### config.mk
export PLATFORM = sky130hd
export DESIGN_NAME = axis_video_pattern_gen_flat
export DESIGN_NICKNAME = d
export VERILOG_FILES = /design/src/rtl/axis_video_pattern_gen_pkg.sv /design/src/rtl/axis_video_pattern_gen_if.sv /design/src/rtl/axis_video_pattern_rgb.sv /design/src/rtl/axis_video_pattern_gen.sv /design/src/flat_wrapper.sv
export SDC_FILE = /design/constraint.sdc
export NUM_CORES = 1
export LEC_CHECK = 0
export CAP_MARGIN = 20
export CORE_ASPECT_RATIO = 0.6
export CORE_MARGIN = 10
export CORE_UTILIZATION = 29
export DETAILED_ROUTE_END_ITERATION = 7
export DONT_BUFFER_PORTS = 1
export GPL_ROUTABILITY_DRIVEN = 0
export PLACE_DENSITY_LB_ADDON = 0.25
export SLEW_MARGIN = 20
export SYNTH_ARGS = -nofsm -noshare
export SYNTH_HDL_FRONTEND = slang
export SYNTH_SLANG_ARGS = --single-unit
### constraint.sdc
create_clock -name aclk -period 4 [get_ports aclk]
set_input_delay 0.4 -clock aclk [delete_from_list [all_inputs] [get_ports aclk]]
set_output_delay 0.4 -clock aclk [all_outputs]
set_load 0.005 [all_outputs]
### src/rtl/axis_video_pattern_gen_pkg.sv
// Shared video types for the pattern generator and the Keystone receiver.
//   rgb_t      : 8-bit-per-channel pixel colour {r,g,b}
//   pattern_e  : test pattern selector
//   state_e    : generator frame sequencing state
//   pack_pixel : places an rgb_t into the AXI4-Stream tdata word
//                (G at [9:2], B at [19:12], R at [29:22], all other bits 0)
package keystone_video_pkg;

    localparam int TDATA_W = 64;

    typedef struct packed {
        logic [7:0] r;
        logic [7:0] g;
        logic [7:0] b;
    } rgb_t;

    typedef enum logic [1:0] {
        PAT_RAMP    = 2'd0,
        PAT_BARS    = 2'd1,
        PAT_SOLID   = 2'd2,
        PAT_CHECKER = 2'd3
    } pattern_e;

    typedef enum logic [1:0] {
        ST_IDLE   = 2'd0,
        ST_ACTIVE = 2'd1,
        ST_GAP    = 2'd2
    } state_e;

    function automatic logic [TDATA_W-1:0] pack_pixel(input rgb_t px);
        logic [TDATA_W-1:0] w;
        w        = '0;
        w[9:2]   = px.g;
        w[19:12] = px.b;
        w[29:22] = px.r;
        return w;
    endfunction

endpackage

### src/rtl/axis_video_pattern_gen_if.sv
// AXI4-Stream video bus (tdata/tvalid/tready/tuser=SOF/tlast=EOL).
//   master modport: drives tdata, tvalid, tuser, tlast; receives tready
//   slave modport : the mirror image
interface axis_video_pattern_gen_if #(
    parameter int TDATA_W = 64
) ();
    logic [TDATA_W-1:0] tdata;
    logic               tvalid;
    logic               tready;
    logic               tuser;
    logic               tlast;

    modport master (output tdata, output tvalid, output tuser, output tlast, input tready);
    modport slave  (input tdata, input tvalid, input tuser, input tlast, output tready);
endinterface

### src/rtl/axis_video_pattern_rgb.sv
// Combinational pixel colour generator.
//   pattern : selected test pattern
//   x, y    : pixel coordinates
//   solid   : colour for the solid pattern
//   rgb     : resulting colour (registered into tdata by the parent)
module axis_video_pattern_rgb
    import keystone_video_pkg::*;
#(
    parameter int H_ACTIVE = 1920,
    parameter int X_W      = 11,
    parameter int Y_W      = 11
) (
    input  pattern_e         pattern,
    input  logic [X_W-1:0]   x,
    input  logic [Y_W-1:0]   y,
    input  rgb_t             solid,
    output rgb_t             rgb
);
    // Guard against a zero divisor for very narrow test frames.
    localparam int BAR_W = (H_ACTIVE >= 8) ? H_ACTIVE / 8 : 1;

    logic [31:0] x_ext;
    logic [31:0] bar;
    logic [7:0]  x8;
    logic [7:0]  y8;
    logic [3:0]  y4;

    always_comb begin
        x_ext = 32'(x);
        x8    = 8'(x);
        y8    = 8'(y);
        y4    = 4'(y);
        bar   = x_ext / 32'(BAR_W);
        rgb   = '0;
        case (pattern)
            PAT_RAMP: begin
                rgb.r = x8;
                rgb.g = y8;
                rgb.b = x8 + y8;
            end
            PAT_BARS: begin
                // Pixels past the eighth bar (remainder) stay black.
                if (bar < 32'd8) begin
                    case (bar[2:0])
                        3'd0:    rgb = rgb_t'(24'hFFFFFF);
                        3'd1:    rgb = rgb_t'(24'hFFFF00);
                        3'd2:    rgb = rgb_t'(24'h00FFFF);
                        3'd3:    rgb = rgb_t'(24'h00FF00);
                        3'd4:    rgb = rgb_t'(24'hFF00FF);
                        3'd5:    rgb = rgb_t'(24'hFF0000);
                        3'd6:    rgb = rgb_t'(24'h0000FF);
                        default: rgb = rgb_t'(24'h000000);
                    endcase
                end
            end
            PAT_SOLID: rgb = solid;
            default: rgb = (x_ext[3] ^ y4[3]) ? rgb_t'(24'hFFFFFF) : rgb_t'(24'h000000);
        endcase
    end

endmodule

### src/rtl/axis_video_pattern_gen.sv
// AXI4-Stream video pattern master: emits full frames of synthetic pixels
// with SOF on tuser and EOL on tlast, honouring tready backpressure.
//   aclk, aresetn    : clock, asynchronous active-low reset
//   aclken           : clock enable, low freezes all state and outputs
//   enable           : start/continue frames (sampled at frame boundaries)
//   pattern_sel      : 0 ramp, 1 colour bars, 2 solid, 3 checker
//   solid_rgb        : {R,G,B} for the solid pattern
//   m_axis_video     : AXI4-Stream master bus
//   frame_done       : one-cycle pulse when the last pixel of a frame transfers
//   frame_count      : completed frames, wrapping
//
// state     | meaning
// ST_IDLE   | no frame in progress, waiting for enable
// ST_ACTIVE | presenting pixels, tvalid=1
// ST_GAP    | inter-frame idle, tvalid=0 for FRAME_GAP enabled cycles
module axis_video_pattern_gen
    import keystone_video_pkg::*;
#(
    parameter int H_ACTIVE  = 1920,
    parameter int V_ACTIVE  = 1080,
    parameter int FRAME_GAP = 16,
    parameter int TDATA_W   = keystone_video_pkg::TDATA_W
) (
    input  logic                     aclk,
    input  logic                     aresetn,
    input  logic                     aclken,
    input  logic                     enable,
    input  logic [1:0]               pattern_sel,
    input  logic [23:0]              solid_rgb,
    axis_video_pattern_gen_if.master m_axis_video,
    output logic                     frame_done,
    output logic [15:0]              frame_count
);
    localparam int X_W   = (H_ACTIVE > 1) ? $clog2(H_ACTIVE) : 1;
    localparam int Y_W   = (V_ACTIVE > 1) ? $clog2(V_ACTIVE) : 1;
    localparam int GAP_W = (FRAME_GAP > 1) ? $clog2(FRAME_GAP) : 1;
    localparam logic [X_W-1:0]   X_LAST   = X_W'(H_ACTIVE - 1);
    localparam logic [Y_W-1:0]   Y_LAST   = Y_W'(V_ACTIVE - 1);
    localparam logic [GAP_W-1:0] GAP_LOAD = GAP_W'((FRAME_GAP > 0) ? FRAME_GAP - 1 : 0);

    state_e             state_q, state_d;
    logic [X_W-1:0]     x_q, x_d;
    logic [Y_W-1:0]     y_q, y_d;
    logic [GAP_W-1:0]   gap_q, gap_d;
    pattern_e           pat_q, pat_d;
    rgb_t               solid_q, solid_d;
    logic [TDATA_W-1:0] tdata_q, tdata_d;
    logic               tvalid_q, tvalid_d;
    logic               tuser_q, tuser_d;
    logic               tlast_q, tlast_d;
    logic               frame_done_q, frame_done_d;
    logic [15:0]        frame_count_q, frame_count_d;
    logic               xfer;
    logic               load_pix;
    logic               start_frame;
    rgb_t               pix_rgb;

    // Colour is computed from the *next* coordinates and pattern so the
    // pixel lands in tdata on the same edge the counters advance.
    axis_video_pattern_rgb #(
        .H_ACTIVE (H_ACTIVE),
        .X_W      (X_W),
        .Y_W      (Y_W)
    ) u_rgb (
        .pattern (pat_d),
        .x       (x_d),
        .y       (y_d),
        .solid   (solid_d),
        .rgb     (pix_rgb)
    );

    always_comb begin
        state_d       = state_q;
        x_d           = x_q;
        y_d           = y_q;
        gap_d         = gap_q;
        pat_d         = pat_q;
        solid_d       = solid_q;
        tvalid_d      = tvalid_q;
        frame_done_d  = 1'b0;
        frame_count_d = frame_count_q;
        load_pix      = 1'b0;
        start_frame   = 1'b0;
        xfer          = tvalid_q & m_axis_video.tready;

        case (state_q)
            ST_IDLE: begin
                if (enable) start_frame = 1'b1;
            end
            ST_ACTIVE: begin
                if (xfer) begin
                    if (x_q == X_LAST) begin
                        x_d = '0;
                        if (y_q == Y_LAST) begin
                            y_d           = '0;
                            frame_done_d  = 1'b1;
                            frame_count_d = frame_count_q + 16'd1;
                            if (FRAME_GAP > 0) begin
                                state_d  = ST_GAP;
                                gap_d    = GAP_LOAD;
                                tvalid_d = 1'b0;
                            end else if (enable) begin
                                start_frame = 1'b1;
                            end else begin
                                state_d  = ST_IDLE;
                                tvalid_d = 1'b0;
                            end
                        end else begin
                            y_d      = y_q + Y_W'(1);
                            load_pix = 1'b1;
                        end
                    end else begin
                        x_d      = x_q + X_W'(1);
                        load_pix = 1'b1;
                    end
                end
            end
            ST_GAP: begin
                if (gap_q == '0) begin
                    if (enable) start_frame = 1'b1;
                    else        state_d     = ST_IDLE;
                end else begin
                    gap_d = gap_q - GAP_W'(1);
                end
            end
            default: begin
                state_d  = ST_IDLE;
                tvalid_d = 1'b0;
            end
        endcase

        // Every entry into ACTIVE latches the pattern for the whole frame.
        if (start_frame) begin
            state_d  = ST_ACTIVE;
            x_d      = '0;
            y_d      = '0;
            pat_d    = pattern_e'(pattern_sel);
            solid_d  = rgb_t'(solid_rgb);
            tvalid_d = 1'b1;
            load_pix = 1'b1;
        end
    end

    always_comb begin
        tdata_d = tdata_q;
        tuser_d = tuser_q;
        tlast_d = tlast_q;
        if (load_pix) begin
            tdata_d = TDATA_W'(pack_pixel(pix_rgb));
            tuser_d = (x_d == '0) && (y_d == '0);
            tlast_d = (x_d == X_LAST);
        end else if (!tvalid_d) begin
            tdata_d = '0;
            tuser_d = 1'b0;
            tlast_d = 1'b0;
        end
    end

    always_ff @(posedge aclk or negedge aresetn) begin
        if (!aresetn) begin
            state_q       <= ST_IDLE;
            x_q           <= '0;
            y_q           <= '0;
            gap_q         <= '0;
            pat_q         <= PAT_RAMP;
            solid_q       <= '0;
            tdata_q       <= '0;
            tvalid_q      <= 1'b0;
            tuser_q       <= 1'b0;
            tlast_q       <= 1'b0;
            frame_done_q  <= 1'b0;
            frame_count_q <= '0;
        end else if (aclken) begin
            state_q       <= state_d;
            x_q           <= x_d;
            y_q           <= y_d;
            gap_q         <= gap_d;
            pat_q         <= pat_d;
            solid_q       <= solid_d;
            tdata_q       <= tdata_d;
            tvalid_q      <= tvalid_d;
            tuser_q       <= tuser_d;
            tlast_q       <= tlast_d;
            frame_done_q  <= frame_done_d;
            frame_count_q <= frame_count_d;
        end
    end

    assign m_axis_video.tdata  = tdata_q;
    assign m_axis_video.tvalid = tvalid_q;
    assign m_axis_video.tuser  = tuser_q;
    assign m_axis_video.tlast  = tlast_q;
    assign frame_done          = frame_done_q;
    assign frame_count         = frame_count_q;

endmodule
### src/flat_wrapper.sv
// flat-port wrapper written by rule: the top's interface ports become plain ports
module axis_video_pattern_gen_flat import keystone_video_pkg::*;
#(
    parameter int H_ACTIVE  = 1920,
    parameter int V_ACTIVE  = 1080,
    parameter int FRAME_GAP = 16,
    parameter int TDATA_W   = keystone_video_pkg::TDATA_W
)
  (aclk, aresetn, aclken, enable, pattern_sel, solid_rgb, frame_done, frame_count, m_axis_video_tdata, m_axis_video_tvalid, m_axis_video_tuser, m_axis_video_tlast, m_axis_video_tready);
  axis_video_pattern_gen_if #(.TDATA_W(TDATA_W)) m_axis_video_i ();
  input  logic aclk;
  input  logic aresetn;
  input  logic aclken;
  input  logic enable;
  input  logic [1:0] pattern_sel;
  input  logic [23:0] solid_rgb;
  output logic frame_done;
  output logic [15:0] frame_count;
  output wire logic [$bits(m_axis_video_i.tdata)-1:0] m_axis_video_tdata;
  output wire logic [$bits(m_axis_video_i.tvalid)-1:0] m_axis_video_tvalid;
  output wire logic [$bits(m_axis_video_i.tuser)-1:0] m_axis_video_tuser;
  output wire logic [$bits(m_axis_video_i.tlast)-1:0] m_axis_video_tlast;
  input wire logic [$bits(m_axis_video_i.tready)-1:0] m_axis_video_tready;
  assign m_axis_video_tdata = m_axis_video_i.tdata;
  assign m_axis_video_tvalid = m_axis_video_i.tvalid;
  assign m_axis_video_tuser = m_axis_video_i.tuser;
  assign m_axis_video_tlast = m_axis_video_i.tlast;
  assign m_axis_video_i.tready = m_axis_video_tready;
  axis_video_pattern_gen #(.H_ACTIVE(H_ACTIVE), .V_ACTIVE(V_ACTIVE), .FRAME_GAP(FRAME_GAP), .TDATA_W(TDATA_W)) u_core (.aclk(aclk), .aresetn(aresetn), .aclken(aclken), .enable(enable), .pattern_sel(pattern_sel), .solid_rgb(solid_rgb), .m_axis_video(m_axis_video_i), .frame_done(frame_done), .frame_count(frame_count));
endmodule
==> qor.csv, run 1 <==
stage;metric;value;unit
final_layout;ANT cells;0;
final_layout;fillers;2196;
placed_design;placed insts;952;
clock_network;root buf cell;clkbuf_16;
global_route;GRT Util Overall;13.5;%
final_layout;cell area after layout;6930;µm²
sta;Final period util;94.5;%
detailed_routing;number of vias per cell;5.12;
logic_synthesis;syn_area_per_cell;9.26;µm²
sta;fin crit period;3.78;ns
logic_synthesis;ranking of synthesized cells by area;dfrtp_1, mux2_2, buf_4;
global_route;first-pass GRT wire length;29700;µm
logic_synthesis;count leader, synth;dfrtp_1;
pwr;Leakage;3.18;nW
floorplanning;Die X;208;µm
detailed_routing;post-DR wirelength/cell;19.5;µm
detailed_routing;WL final;19000;µm
detailed_routing;DRC viols;0;
detailed_routing;detailed-route via count;4980;
detailed_routing;wire length on met2;7260;µm
sta;fin. max-slew vios;0;
clock_network;Skew-Pair Late Insertion Delay;0.36;ns
pwr;Clock Power Share;22.6;%
logic_synthesis;Yosys top cell area share;39.8;%
global_route;largest net degree at the start of global routing;99;
sta;Fin. Hold Viols;0;
worst_setup_path;Worst Path Arrival;3.99;ns
floorplanning;I/O Pins;115;
worst_setup_path;CP max FO;13;
logic_synthesis;Post-synth top cells;dfrtp_1, nand2_1, a21oi_1;
detailed_routing;met1 WL;9700;µm
logic_synthesis;Yosys top cell by area;dfrtp_1;
sta;unrepaired setup endpoints after global routing;no;
worst_setup_path;Critical Path Sink Type;flop;
detailed_routing;met3 wire len;1890;µm
sta;worst clock skew;0.00744;ns
clock_network;clock buffer depth;2;
placed_design;Port Buffers;0;
final_layout;Final Non-Filler Cells;972;
detailed_routing;Routed Antenna Nets;0;
outcome;status;finished clean;
pwr;sw frac;38.7;%
sta;# setup viols final;0;
clock_network;# H-tree levels;3;
job;Max Cap Viol;0;
clock_network;TritonCTS buffer count;9;
placed_design;Final HPWL DP;14200;µm
logic_synthesis;sequential-to-total area share from yosys stat;39.8;%
sta;Hold WS;0.170;ns
global_route;vias in the first global route;4732;
sta;TNS Setup;0;ns
logic_synthesis;async set-reset flop share out of synthesis;100;%
worst_setup_path;Crit Path Class;reg -> reg;
clock_network;clk slew on worst S/H paths;0.07;ns
sta;measured slew at the worst slew-check pin;0.716;ns
pwr;Seq pwr share;39.0;%
floorplanning;# rows;41;
logic_synthesis;Yosys cell types;68;
final_layout;area delta synth->final;12.5;%
detailed_routing;iteration count of the initial detailed-routing pass;6;
logic_synthesis;Synth Register Bits;98;
logic_synthesis;Post-synth EDFFs;0;
floorplanning;die area;27700;µm²
worst_setup_path;Req. time, crit path;4.21;ns
clock_network;CTS tree;done;
sta;Rel. slew slack;52.2;%
pwr;pwr dens;541;nW/µm²
global_route;grt ovf;0;
pwr;Comb pwr share;38.4;%
pwr;switching pwr;1.45;mW
logic_synthesis;Top FF cell, synth;dfrtp_1;
floorplanning;Initial Util;29.4;%
floorplanning;height of the die;133;µm
logic_synthesis;cells after synthesis;665;
worst_setup_path;type of origin of the critical path;flop;
clock_network;clk sinks;98;
logic_synthesis;yosys warns;0;
pwr;Max IR drop VDD;0.237;mV
final_layout;fin util;33.1;%
sta;fmax;264;MHz
detailed_routing;detailed router's first-iteration violation count;423;
logic_synthesis;area of the mapped netlist;6160;µm²
detailed_routing;Highest Signal Layer;met4;
global_route;initial antenna violation count;0;
final_layout;final net count;737;
final_layout;share of cells above drive strength 1;18.2;%
min_path;HP Class;in -> reg;
placed_design;DP Area;6550;µm²
pwr;Int Pwr;2.30;mW
floorplanning;core footprint;20900;µm²
[routing by layer]
| layer | GRT usage [%] | vias to the layer above |
|---|---|---|
| met5 | 0 | - |
| met2 | 17.0 | 191 |
| met4 | 2.28 | 0 |
| li1 | - | 2356 |
| met1 | 20.4 | 2420 |
| met3 | 5.50 | 13 |
[power by group through the flow]
stage,Clock [mW],Combinational (mW),Sequential [mW]
floorplan,0,0.999,1.41
global placement,0,1.41,1.48
detailed placement,0,1.39,1.48
CTS,0.875,1.43,1.46
global route,0.923,1.61,1.50
finish,0.849,1.44,1.46
[timing repair]
item | CTS | global route
hold buffers | 2 | 0
resized for setup | 0 | 7
endpoints found under the setup margin | 0 | 8
setup buffers | 0 | 2
endpoints found under the hold margin | 98 | 0
[registers in the layout, indices dropped and copies added (netlist names)]
name	count
u_core.m_axis_video.tdata	24
u_core.solid_q	24
u_core.frame_count	16
u_core.x_q	11
u_core.y_q	11
u_core.gap_q	4
u_core.pat_q	2
u_core.state_q	2
u_core.frame_done	1
u_core.m_axis_video.tlast	1
u_core.m_axis_video.tuser	1
u_core.m_axis_video.tvalid	1
[path summary, 6_finish.rpt]
check                                              startpoint                                         to  slack [ns]  cells past startpoint
max in group asynchronous                             aresetn  u_core.m_axis_video.tdata[19]$_DFFE_PN0P_        2.96                      2
min in group asynchronous                             aresetn                u_core.gap_q[2]$_DFFE_PN0P_        0.65                      2
min                                                    aclken              u_core.frame_done$_DFFE_PN0P_        0.17                      1
max                             u_core.state_q[1]$_DFFE_PN0P_  u_core.m_axis_video.tdata[12]$_DFFE_PN0P_        0.22                     14
max reg2reg                     u_core.state_q[1]$_DFFE_PN0P_  u_core.m_axis_video.tdata[12]$_DFFE_PN0P_        0.22                     14
min reg2reg                u_core.frame_count[15]$_DFFE_PN0P_         u_core.frame_count[15]$_DFFE_PN0P_        0.51                      1
[metrics by stage]
| stage | total power [mW] | setup slack (ns) |
|---|---|---|
| 2_1_floorplan | 2.41 | 0.194 |
| 6_report | 3.75 | 0.219 |
| 5_1_grt | 4.03 | 0.00559 |
| 4_1_cts | 3.76 | 0.217 |
| 3_3_place_gp | 2.88 | 0.289 |
| 3_5_place_dp | 2.87 | 0.234 |
[worst max-delay path, stage by stage, from the launching register on]
cell and delay, ns:
dfrtp_1 0.41, inv_1 0.09, ha_1 0.19, nand3_2 0.10
buf_4 0.21, nor4_1 0.57, xnor2_1 0.18, and3_1 0.23
ha_1 0.17, inv_1 0.07, a211oi_1 0.07, or4b_1 0.53
a22o_1 0.23, o311ai_4 0.42, nand3_1 0.13
[cells by family after synthesis]
family,share of synthesized area (%)
fa+ha+maj,3.78
buf+inv,8.00
compound gates,16.4
mux,8.47
xor+xnor,5.53
other cells,0.0609
simple gates,18.0
flops,39.8
[placed cells by master (no fill, tap or decap), types with 9 or more instances in the layout]
master     Yosys  layout
nand3_1       33      33
conb_1         1      40
o21ai_0       17      17
mux2_2        41      41
inv_1         17      17
nor2_1        52      50
a21oi_1       59      59
nand4_1        9       9
nand2_1       75      75
a31oi_1       20      20
ha_1          17      17
and3_1        10      10
xor2_1        17      16
dfrtp_1       98      98
nor3_1        10      10
clkbuf_16      0       9
buf_4         40      42
xnor2_1       20      20
[final cells by class]
type,count,area (µm²),share of cell area (%)
clock buffers,12,256,3.70
repair buffers,44,353,5.09
multi-input cells,518,3430,49.5
flip-flops and latches,98,2450,35.4
inverters,17,63.8,0.921
clock inverters,4,26.3,0.379
well taps,279,349,5.04
No activity file was read; power rests on OpenSTA's default activity.
==> inputs of run 2 (changes only) <==
--- a/config.mk
+++ b/config.mk
@@ -7,7 +7,6 @@
 export LEC_CHECK = 0
 export CAP_MARGIN = 20
 export CORE_ASPECT_RATIO = 0.6
-export CORE_MARGIN = 10
 export CORE_UTILIZATION = 29
 export DETAILED_ROUTE_END_ITERATION = 7
 export DONT_BUFFER_PORTS = 1
==> run 2 against run 1 <==
  * Flip-flop and latch count stayed put
  * Sequential power hardly changed
  * Global-route usage is 4.0 points higher
  * Clock skew is 0.0034 ns higher
  * Register-to-register slack worse by 0.04 ns
  * Die area is 21% lower
  * Core utilization is 0.52 points higher
==> qor.csv, run 2 (synthesis gave the netlist of run 1 again) <==
stage;metric;value;unit
sta;worst clock skew;0.0108;ns
worst_setup_path;Critical Path Start;u_core.state_q[1]$_DFFE_PN0P_;
global_route;grt ovf;0;
final_layout;commonest cells after routing, fill and taps aside;dfrtp_1, nand2_1, a21oi_1;
detailed_routing;detailed router's first-iteration violation count;539;
worst_setup_path;type of origin of the critical path;flop;
global_route;first-pass GRT wire length;29100;µm
detailed_routing;detailed-route via count;5115;
min_path;HP Class;in -> reg;
clock_network;Skew-Pair Late Insertion Delay;0.36;ns
floorplanning;I/O Pins;115;
pwr;Max IR drop VDD;0.211;mV
worst_setup_path;Critical Path Sink Type;flop;
worst_setup_path;Req. time, crit path;4.21;ns
clock_network;# H-tree levels;3;
sta;measured slew at the worst slew-check pin;0.768;ns
final_layout;final net count;728;
detailed_routing;post-DR wirelength/cell;19.4;µm
global_route;grt met1 use;25.2;%
placed_design;Port Buffers;0;
global_route;GRT met2 Usage;23.7;%
sta;# setup viols final;0;
final_layout;share of cells above drive strength 1;17.7;%
pwr;pwr dens;550;nW/µm²
sta;fin. max-slew vios;0;
job;Max Cap Viol;0;
final_layout;commonest non-fill, non-tap cell in the layout;dfrtp_1;
min_path;hold path cells;1;
clock_network;CTS tree;done;
detailed_routing;iteration count of the initial detailed-routing pass;8;
floorplanning;height of the die;115;µm
worst_setup_path;CP max FO;8;
global_route;largest net degree at the start of global routing;99;
worst_setup_path;R2R Setup Slk;0.18;ns
detailed_routing;DRC viols;0;
sta;TNS Setup;0;ns
detailed_routing;WL final;18500;µm
placed_design;DP Area;6470;µm²
worst_setup_path;FF-to-FF path depth;15;
sta;fin crit period;3.82;ns
pwr;Leakage;3.12;nW
sta;Final period util;95.6;%
sta;unrepaired setup endpoints after global routing;no;
floorplanning;die area;21800;µm²
worst_setup_path;Worst R2R End;u_core.m_axis_video.tdata[12]$_DFFE_PN0P_;
final_layout;area delta synth->final;11.5;%
placed_design;Final HPWL DP;13700;µm
detailed_routing;Routed Antenna Nets;0;
outcome;status;finished clean;
clock_network;clock buffer depth;2;
clock_network;TritonCTS buffer count;9;
worst_setup_path;Crit Path Class;reg -> reg;
floorplanning;Initial Util;30.2;%
worst_setup_path;Worst Path Arrival;4.03;ns
sta;Rel. slew slack;48.6;%
sta;Fin. Hold Viols;0;
worst_setup_path;Reg-to-Reg Start;u_core.state_q[1]$_DFFE_PN0P_;
clock_network;clk slew on worst S/H paths;0.07;ns
global_route;GRT Util Overall;17.5;%
global_route;initial antenna violation count;0;
clock_network;root buf cell;clkbuf_16;
sta;fmax;262;MHz
final_layout;ANT cells;0;
floorplanning;# rows;40;
global_route;met3 Use GR;7.57;%
global_route;Most Crowded Layer GR;met1;
floorplanning;core footprint;20400;µm²
detailed_routing;number of vias per cell;5.34;
min_path;Hold Path End;u_core.pat_q[1]$_DFFE_PN0P_;
clock_network;clk sinks;98;
min_path;hold path startpoint;aclken;
final_layout;cell area after layout;6870;µm²
floorplanning;Die X;190;µm
global_route;vias in the first global route;5019;
## run 2: repair_timing
item,in CTS,in global routing
setup buffers,0,2
hold endpoints to repair,98,0
hold buffers,2,0
endpoints found under the setup margin,0,16
resized for setup,0,9
## run 2: per-stage QoR
| stage | total power, mW | worst slack [ns] | hold slack, ns | instances | utilization [%] |
|---|---|---|---|---|---|
| 4_1_cts | 3.79 | 0.0907 | 0.132 | 955 | 33.3 |
| 3_5_place_dp | 2.87 | 0.137 | 0.110 | 937 | 31.7 |
| 2_1_floorplan | 2.41 | 0.194 | 0.104 | 704 | - |
| 5_1_grt | 4.05 | 0.00351 | 0.131 | 957 | 33.6 |
| 6_report | 3.78 | 0.178 | 0.152 | 957 | 33.6 |
| 3_3_place_gp | 2.84 | 0.227 | 0.110 | 937 | 31.7 |
## run 2: power by group
part	internal [mW]	switching (mW)
clock network	0.500	0.384
logic	0.571	0.858
registers	1.25	0.214
## run 2: routing by layer
metal / up-vias / wire (µm)
met1: 2503 / 8610
met3: 31 / 2280
li1: 2338 / -
met4: 0 / 233
met5: - / 0
met2: 243 / 7430
## run 2: area by class of cell
| class | count | area [µm²] |
|---|---|---|
| clock buffer | 11 | 243 |
| fill | 2091 | 13600 |
| sequential | 98 | 2450 |
| multi-input combinational | 518 | 3420 |
| clock inverter | 5 | 53.8 |
| tap | 273 | 342 |
| inverter | 17 | 63.8 |
| timing repair buffer | 35 | 289 |
## run 2: worst max-delay path, cell delays in order (launching register included)
cell and delay [ns]:
dfrtp_1 0.42, inv_1 0.09, ha_1 0.19, buf_4 0.18
nand4_2 0.17, nor4_2 0.41, nor2_1 0.15, and2_0 0.27
and3_1 0.20, ha_1 0.17, inv_1 0.07, a211oi_1 0.07
or4b_1 0.54, a22o_1 0.22, o311ai_4 0.39, nand3_1 0.13
## run 2: worst max-delay path by stage
stage               slack, ns                                         to  cells after the start
finish                   0.18  u_core.m_axis_video.tdata[12]$_DFFE_PN0P_                     15
floorplan                0.19  u_core.m_axis_video.tdata[18]$_DFFE_PN0P_                     19
global route            0.004  u_core.m_axis_video.tdata[15]$_DFFE_PN0P_                     15
detailed placement       0.14  u_core.m_axis_video.tdata[19]$_DFFE_PN0P_                     15
global placement         0.23  u_core.m_axis_video.tdata[19]$_DFFE_PN0P_                     15
CTS                      0.09  u_core.m_axis_video.tdata[19]$_DFFE_PN0P_                     15
